==> config.mk <==
export PLATFORM = sky130hd
export DESIGN_NAME = mul_err_monitor
export DESIGN_NICKNAME = d
export VERILOG_FILES = /design/src/rtl/mul_pkg.sv /design/src/rtl/mul_abs_err.sv /design/src/rtl/mul_err_monitor.sv
export SDC_FILE = /design/constraint.sdc
export NUM_CORES = 1
export LEC_CHECK = 0
export CORE_AREA = 2 2 160 162
export CTS_BUF_LIST = sky130_fd_sc_hd__clkbuf_8
export CTS_CLUSTER_SIZE = 25
export DETAILED_ROUTE_END_ITERATION = 12
export DIE_AREA = 0 0 162 164
export HOLD_SLACK_MARGIN = 0.12
export PLACE_DENSITY = 0.83
export REMOVE_ABC_BUFFERS = 1
export SETUP_SLACK_MARGIN = 0.5
export SLEW_MARGIN = 20
export SYNTH_ARGS = -nofsm -noshare
export SYNTH_HDL_FRONTEND = slang
export SYNTH_SLANG_ARGS = --single-unit
==> constraint.sdc <==
create_clock -name clk_i -period 6.8 [get_ports clk_i]
set_clock_uncertainty 0.1 [all_clocks]
set_input_delay 2.04 -clock clk_i [delete_from_list [all_inputs] [get_ports clk_i]]
set_output_delay 2.04 -clock clk_i [all_outputs]
set_load 0.03 [all_outputs]
==> src/rtl/mul_pkg.sv <==
// Shared constants and state encoding for the approximate-multiplier error monitor.
package mul_pkg;

    localparam int unsigned MAC_IN_WIDTH_DEF = 9;
    localparam int unsigned CNT_WIDTH_DEF    = 16;
    localparam int unsigned ACC_WIDTH_DEF    = 32;
    localparam int unsigned DRAIN_CYCLES     = 3;

    typedef enum logic [1:0] {
        ST_IDLE  = 2'd0,
        ST_RUN   = 2'd1,
        ST_DRAIN = 2'd2,
        ST_DONE  = 2'd3
    } state_e;

endpackage

==> src/rtl/mul_abs_err.sv <==
// Two-stage pipeline: register operands/result, then the absolute error
// between the result under test and the exact signed product.
module mul_abs_err
    import mul_pkg::*;
#(
    parameter int unsigned MAC_IN_WIDTH = MAC_IN_WIDTH_DEF
) (
    input  logic                            clk_i,
    input  logic                            rst_ni,
    input  logic                            valid_i,
    input  logic signed [MAC_IN_WIDTH-1:0]  a_i,
    input  logic signed [MAC_IN_WIDTH-1:0]  b_i,
    input  logic signed [2*MAC_IN_WIDTH-1:0] res_i,
    output logic                            valid_o,
    output logic [2*MAC_IN_WIDTH-1:0]       abs_err_o
);

    localparam int unsigned PW = 2 * MAC_IN_WIDTH;
    localparam int unsigned EW = PW + 1;

    logic                           r_s1_valid;
    logic signed [MAC_IN_WIDTH-1:0] r_a;
    logic signed [MAC_IN_WIDTH-1:0] r_b;
    logic signed [PW-1:0]           r_res;
    logic                           r_s2_valid;
    logic [PW-1:0]                  r_abs;

    logic signed [PW-1:0] w_a_ext;
    logic signed [PW-1:0] w_b_ext;
    logic signed [PW-1:0] w_exact;
    logic [EW-1:0]        w_err;
    logic [EW-1:0]        w_err_neg;
    logic [PW-1:0]        w_abs;

    // Product of sign-extended operands; the true product always fits in PW bits.
    assign w_a_ext   = {{MAC_IN_WIDTH{r_a[MAC_IN_WIDTH-1]}}, r_a};
    assign w_b_ext   = {{MAC_IN_WIDTH{r_b[MAC_IN_WIDTH-1]}}, r_b};
    assign w_exact   = w_a_ext * w_b_ext;
    assign w_err     = {r_res[PW-1], r_res} - {w_exact[PW-1], w_exact};
    assign w_err_neg = EW'(0) - w_err;
    assign w_abs     = w_err[EW-1] ? w_err_neg[PW-1:0] : w_err[PW-1:0];

    always_ff @(posedge clk_i or negedge rst_ni) begin
        if (!rst_ni) begin
            r_s1_valid <= 1'b0;
            r_a        <= '0;
            r_b        <= '0;
            r_res      <= '0;
            r_s2_valid <= 1'b0;
            r_abs      <= '0;
        end else begin
            r_s1_valid <= valid_i;
            r_s2_valid <= r_s1_valid;
            if (valid_i) begin
                r_a   <= a_i;
                r_b   <= b_i;
                r_res <= res_i;
            end
            if (r_s1_valid) begin
                r_abs <= w_abs;
            end
        end
    end

    assign valid_o   = r_s2_valid;
    assign abs_err_o = r_abs;

endmodule

==> src/rtl/mul_err_monitor.sv <==
// Windowed error statistics (count, saturating sum, max of |res - a*b|)
// for an approximate multiplier under test.
module mul_err_monitor
    import mul_pkg::*;
#(
    parameter int unsigned MAC_IN_WIDTH = MAC_IN_WIDTH_DEF,
    parameter int unsigned CNT_WIDTH    = CNT_WIDTH_DEF,
    parameter int unsigned ACC_WIDTH    = ACC_WIDTH_DEF
) (
    input  logic                             clk_i,
    input  logic                             rst_ni,
    input  logic                             start_i,
    input  logic [CNT_WIDTH-1:0]             win_len_i,
    input  logic                             valid_i,
    output logic                             ready_o,
    input  logic signed [MAC_IN_WIDTH-1:0]   a_i,
    input  logic signed [MAC_IN_WIDTH-1:0]   b_i,
    input  logic signed [2*MAC_IN_WIDTH-1:0] res_i,
    output logic                             busy_o,
    output logic                             done_o,
    output logic [CNT_WIDTH-1:0]             err_cnt_o,
    output logic [ACC_WIDTH-1:0]             sum_abs_err_o,
    output logic [2*MAC_IN_WIDTH-1:0]        max_abs_err_o
);

    localparam int unsigned PW         = 2 * MAC_IN_WIDTH;
    localparam logic [1:0]  DRAIN_LAST = 2'(DRAIN_CYCLES - 1);

    state_e               r_state;
    logic [CNT_WIDTH-1:0] r_len;
    logic [CNT_WIDTH-1:0] r_cnt;
    logic [1:0]           r_drain;
    logic                 r_ready;
    logic                 r_busy;
    logic                 r_done;
    logic [CNT_WIDTH-1:0] r_err_cnt;
    logic [ACC_WIDTH-1:0] r_sum;
    logic [PW-1:0]        r_max;

    logic                 w_accept;
    logic                 w_start;
    logic [CNT_WIDTH-1:0] w_cnt_nxt;
    logic                 w_s2_valid;
    logic [PW-1:0]        w_s2_abs;
    logic [ACC_WIDTH:0]   w_sum_ext;

    assign w_accept  = valid_i && r_ready;
    assign w_start   = start_i && ((r_state == ST_IDLE) || (r_state == ST_DONE));
    assign w_cnt_nxt = r_cnt + CNT_WIDTH'(1);
    assign w_sum_ext = {1'b0, r_sum} + {{(ACC_WIDTH + 1 - PW){1'b0}}, w_s2_abs};

    mul_abs_err #(
        .MAC_IN_WIDTH(MAC_IN_WIDTH)
    ) u_abs_err (
        .clk_i    (clk_i),
        .rst_ni   (rst_ni),
        .valid_i  (w_accept),
        .a_i      (a_i),
        .b_i      (b_i),
        .res_i    (res_i),
        .valid_o  (w_s2_valid),
        .abs_err_o(w_s2_abs)
    );

    // Window control with registered handshake/status outputs.
    always_ff @(posedge clk_i or negedge rst_ni) begin
        if (!rst_ni) begin
            r_state <= ST_IDLE;
            r_len   <= '0;
            r_cnt   <= '0;
            r_drain <= '0;
            r_ready <= 1'b0;
            r_busy  <= 1'b0;
            r_done  <= 1'b0;
        end else begin
            case (r_state)
                ST_IDLE, ST_DONE: begin
                    if (start_i) begin
                        r_len   <= win_len_i;
                        r_cnt   <= '0;
                        r_drain <= '0;
                        if (win_len_i == '0) begin
                            r_state <= ST_DONE;
                            r_ready <= 1'b0;
                            r_busy  <= 1'b0;
                            r_done  <= 1'b1;
                        end else begin
                            r_state <= ST_RUN;
                            r_ready <= 1'b1;
                            r_busy  <= 1'b1;
                            r_done  <= 1'b0;
                        end
                    end
                end
                ST_RUN: begin
                    if (w_accept) begin
                        r_cnt <= w_cnt_nxt;
                        if (w_cnt_nxt == r_len) begin
                            r_state <= ST_DRAIN;
                            r_ready <= 1'b0;
                            r_drain <= '0;
                        end
                    end
                end
                ST_DRAIN: begin
                    // Last sample reaches the statistics before DONE is raised.
                    if (r_drain == DRAIN_LAST) begin
                        r_state <= ST_DONE;
                        r_busy  <= 1'b0;
                        r_done  <= 1'b1;
                    end else begin
                        r_drain <= r_drain + 2'd1;
                    end
                end
                default: begin
                    r_state <= ST_IDLE;
                    r_ready <= 1'b0;
                    r_busy  <= 1'b0;
                    r_done  <= 1'b0;
                end
            endcase
        end
    end

    // Saturating statistics; cleared on an accepted start.
    always_ff @(posedge clk_i or negedge rst_ni) begin
        if (!rst_ni) begin
            r_err_cnt <= '0;
            r_sum     <= '0;
            r_max     <= '0;
        end else if (w_start) begin
            r_err_cnt <= '0;
            r_sum     <= '0;
            r_max     <= '0;
        end else if (w_s2_valid) begin
            if ((w_s2_abs != '0) && (r_err_cnt != '1)) begin
                r_err_cnt <= r_err_cnt + CNT_WIDTH'(1);
            end
            r_sum <= w_sum_ext[ACC_WIDTH] ? '1 : w_sum_ext[ACC_WIDTH-1:0];
            if (w_s2_abs > r_max) begin
                r_max <= w_s2_abs;
            end
        end
    end

    assign ready_o       = r_ready;
    assign busy_o        = r_busy;
    assign done_o        = r_done;
    assign err_cnt_o     = r_err_cnt;
    assign sum_abs_err_o = r_sum;
    assign max_abs_err_o = r_max;

endmodule

* Yosys cells after proc, flatten, opt, wreduce, memory -nomap -nowiden
Cells that the tools add are included.
W data, S select, Z words.
** Word-level totals
- Bits in registers :: 161
- Input port bits :: 56
- Output and inout bits :: 69
- Word-level logic and storage cells :: 91
** Operators by class
- Add/sub/neg operators :: 6
- $mul :: 1
- Magnitude comparators :: 1
- Equal/unequal tests :: 11
- Mux-type cells :: 35
- Reductions and logical operators :: 21
** Operators by type and width (number)
- $mux W32 :: 3
- $mux W16 :: 5
- $mux W18 :: 4
- $add A32 B18 Y33 :: 1
- $add A16 B1 Y16 const B :: 2
- $pmux W16 S2 :: 1
- $sub A18 B18 Y19 :: 1
- $gt A18 B18 Y1 :: 1
- $mul A9 B9 Y18 :: 1
- $mux W2 :: 9
- $reduce_bool A18 Y1 :: 1
- $sub A1 B18 Y18 const A :: 1
- $eq A16 B16 Y1 :: 1
- $logic_not A16 Y1 :: 1
- $ne A16 B16 Y1 const B :: 1
- $pmux W2 S3 :: 2
- $reduce_and A4 Y1 :: 3
- $reduce_bool A2 Y1 :: 5
- $mux W1 :: 8
- $ne A2 B2 Y1 const B :: 4
- $eq A2 B2 Y1 const B :: 3
- $pmux W1 S2 :: 3
- $reduce_and A2 Y1 :: 3
- $reduce_and A3 Y1 :: 2
- other kinds (7) :: 9

* Depth between registers and ports, before layout
Gate-level depths: netlist of run 1.
- Depth after elaboration :: 5
- Depth in mapped cells :: 23
- Gate-level depth less buffers :: 20

* Cells and area by module
A second synthesis of run 1 with hierarchy kept.
** Unflattened totals
- Cell total of the unflattened synthesis :: 1466
- Area total of the unflattened synthesis :: 13479.2 µm²
** By module, submodules not included
- mul_err_monitor :: times used 1, cells each 757, area each 6740.2 µm², sequential area each 2627.5 µm²
- mul_abs_err :: times used 1, cells each 709, area each 6739.0 µm², sequential area each 1401.3 µm²

* Least setup slack after synthesis of run 1
Ideal clock, no wire load.
- Kind :: register to register
- From :: register u_abs_err.r_a[5]
- To :: register u_abs_err.r_abs[17] (netlist: u_abs_err.abs_err_o[17])
- Library setup time :: 0.125 ns
- Arrival time :: 5.770 ns
- Data required time :: 6.575 ns
- Slack :: 0.805 ns
- Cell stages (with the launch flop) :: 21
- Path buffers :: 2
- Clock period less this slack :: 5.995 ns
- Cell sequence :: dfrtp_1 > clkbuf_1 > and2_1 > fa_1 > inv_1 > fa_1 > fa_1 > fa_1 > inv_1 > fa_1 > inv_1 > ha_1 > buf_2 > and3_1 > a2111oi_0 > nand3_1 > or2_1 > nor4_4 > a41oi_2 > xnor3_1 > mux2_4
** On the way
- Longest elaborated chain between the ends :: 4
** RTL lines
- start: declaration :: line mul_abs_err.sv:22 : logic signed [MAC_IN_WIDTH-1:0] r_a;
- start signal: assignment :: line mul_abs_err.sv:55 : r_a <= a_i;
- $mul A9 B9 Y18 * :: line mul_abs_err.sv:38 : assign w_exact = w_a_ext * w_b_ext;
- $sub A18 B18 Y19 * :: line mul_abs_err.sv:39 : assign w_err = {r_res[PW-1], r_res} - {w_exact[PW-1], w_exact};
- $sub A1 B18 Y18 :: line mul_abs_err.sv:40 : assign w_err_neg = EW'(0) - w_err;
- $mux W18 * :: line mul_abs_err.sv:41 : assign w_abs = w_err[EW-1] ? w_err_neg[PW-1:0] : w_err[PW-1:0];
- end signal: assignment :: line mul_abs_err.sv:60 : r_abs <= w_abs;
- end: declaration :: line mul_abs_err.sv:26 : logic [PW-1:0] r_abs;
Mark *: on every way between the ends. The rest lies on a longest branch, timed or not.
A chain may end at the register's enable or synchronous reset.

* Final worst setup path of run 1
- From :: register u_abs_err.r_a[6]
- To :: register u_abs_err.r_abs[17] (netlist: u_abs_err.abs_err_o[17])
Same word-level chain as after synthesis.

==> out/metrics.cfg, run 1 <==
[placed_design]
portBuffers=124
detailedPlacementHpwl_um=23500
gp_congestion=0.901
placed_area_um2=14900
post-place-ws_ns=0.514

[detailed_routing]
drtPass1Iterations=5
post-route-drc-count=0
drtIter0Drc=721
wl_met2_um=15700
ant_nets=0
vias_per_cell=5.69
wirelength_um=31300
wl_met3_um=1550
vias=10854
wl_met1_um=13300
wl_per_cell_um=16.4
highest_layer=met4

[synthesis]
yosys.area.top_type=dfrtp_1
synth_area_leaders=dfrtp_1 30%, fa_1 14%, ha_1 8.7%
synthFlopType=dfrtp_1
postSynthAreaPerCell_um2=9.17
synthXorXnorAreaFrac=0.0529
syn_area_um2=13400
ys_warn_count=0
yosys.area_share.simple=0.157
syn_inst=1466
yosysUniqueCellTypes=88
yosys.area.top_type_share=0.300
synth_top_family_by_area=adder cells
synth-edff-count=0
async_reset_ff_frac=1.00
synth_compound_area_frac=0.159
muxShareOfSynthArea=0.0325
ys_ff_latch=161
synth_common_cells=190 x inv_1, 161 x dfrtp_1, 128 x nand2_1
synthAdderAreaFrac=0.224
seq_area_frac_synth=0.300
yosysMostFrequentCell=inv_1

[floorplanning]
num_rows=58
die_y_um=164
start_util=0.542
dieArea_um2=26600
core_um2=24800
die_w_um=162
io_pins=125

[job]
drv_cap=0

[clocking]
clockBufferDepth=2
cts_tree=built
cts.sinks=161
clk-insertion-delay-late_ns=0.50
numCtsBuffers=17
clk_pin_slew_ns=0.10
cts_max_level=4
root_buffer=clkbuf_8
hold_buffers=0

[worst_setup_path]
end_kind=register
crit_type=register to register
start_kind=register
crit_arrival_ns=6.36
cp.required_ns=7.07
path_max_fanout=10

[timing]
fin_tns_setup_ns=0
hold_violations=0
fmax_mhz=164
min_period_ns=6.09
fin_crit_sh=0.896
maxSlewHeadroom=0.266
tightest_slew_ns=1.09
setup_viol=0
final-max-slew-violation-count=0
setup_ws_ns=0.707
grt_setup_unrepaired=false

[global_route]
grt_pass1_vias=10898
grt_use_total=0.242
grt_pass1_wl_um=52000
gr-total-overflow=0
antenna_found_initial=0
grt_start_max_net_pins=69

[cells_and_area]
syn_to_final_growth_pct=15.2
num-nets-final=1804
antennaDiodeCount=0
design_area_um2=15500
utilization=0.624
layout-drive-gt1-share=0.0907

[worst_hold_path]
hold_path_class=register to register

[outcome]
status=finished clean

critical path: stages, from the launching register on:
cell,delay (ns)
dfrtp_1,0.49
and2_1,0.22
fa_1,0.51
inv_1,0.06
fa_1,0.53
fa_1,0.44
fa_1,0.55
inv_1,0.05
fa_1,0.52
inv_1,0.06
ha_4,0.29
inv_2,0.07
and3_1,0.20
a2111oi_4,0.32
nand3_2,0.16
or2_4,0.28
nor4_4,0.34
a41oi_2,0.17
xnor3_1,0.36
mux2_4,0.26
cells in the final DEF (no fill, tap or decap), types with 32 or more instances in the layout:
cell	synthesis	routed
inv_1	190	190
xnor2_1	47	45
nand2_1	128	126
dfrtp_1	161	152
nand3_1	43	42
mux2_2	32	32
clkdlybuf4s50_1	0	123
fa_1	92	92
o21ai_0	94	94
a21oi_1	92	90
ha_1	93	88
and2_1	54	53
nor2_1	69	68
worst paths after layout:
path / startpoint / to / slack, ns / cells after the start
worst max-delay path: u_abs_err.r_a[6] / u_abs_err.abs_err_o[17] / 0.71 / 19
min in group asynchronous: rst_ni / r_len[9] / 1.40 / 1
max in group asynchronous: rst_ni / r_cnt[12] / 4.05 / 2
worst max register to register: u_abs_err.r_a[6] / u_abs_err.abs_err_o[17] / 0.71 / 19
worst min-delay path: r_len[5] / r_len[5] / 0.41 / 2
worst min register to register: r_len[5] / r_len[5] / 0.41 / 2
sequential cells by signal (all words and copies together) (netlist names):
signal	count
sum_abs_err_o	32
max_abs_err_o	18
u_abs_err.abs_err_o	18
u_abs_err.r_res	18
err_cnt_o	16
r_cnt	16
r_len	16
u_abs_err.r_a	9
u_abs_err.r_b	9
r_drain	2
r_state	2
busy_o	1
done_o	1
ready_o	1
u_abs_err.r_s1_valid	1
u_abs_err.valid_o	1
timing repair:
action | in CTS | in global routing
setup buffers | 0 | 11
pin swaps | 0 | 6
resized for setup | 2 | 31
endpoints found under the hold margin | 0 | 0
setup endpoints to repair | 1 | 16
per-stage QoR:
step           std cells  hold WS (ns)
2_1_floorplan       1403         0.365
3_3_place_gp        1863         0.387
3_5_place_dp        1863         0.392
4_1_cts             1895         0.416
5_1_grt             1906         0.450
6_report            1906         0.412
kinds of logic (layout without fill, tap and decap cells):
group	Yosys count	in the layout
XOR/XNOR	78	78
adder cells (fa/ha/maj)	185	185
AND/OR/NAND/NOR	414	414
flip-flops	161	161
multiplexers	39	39
buffers and inverters	255	365
AO/OA/AOI/OAI	334	334
routing by layer:
metal,GRT usage,up-vias
met3,0.0351,72
met2,0.432,322
li1,-,5176
met4,0.0788,0
met1,0.302,5284
met5,0,-
area by class of cell:
type                            instances  area (um2)
Multi-Input combinational cell       1050        8520
Sequential cell                       161        4040
Fill cell                            2043        9340
Inverter                              192         721
Timing Repair Buffer                  141        1380
Tap cell                              330         413
Clock buffer                           17         234
Clock inverter                         15         166
Power of run 1 is not shown: default switching activity piles up to over one toggle a cycle in this logic, so the estimate is an artifact.
==> run 2: changes to the inputs <==
- GPL_ROUTABILITY_DRIVEN: unset -> 1
==> results of run 2 <==
Final layout, timing and power as in run 1 (identical DEF).
Power of run 2 is left out for the same reason.
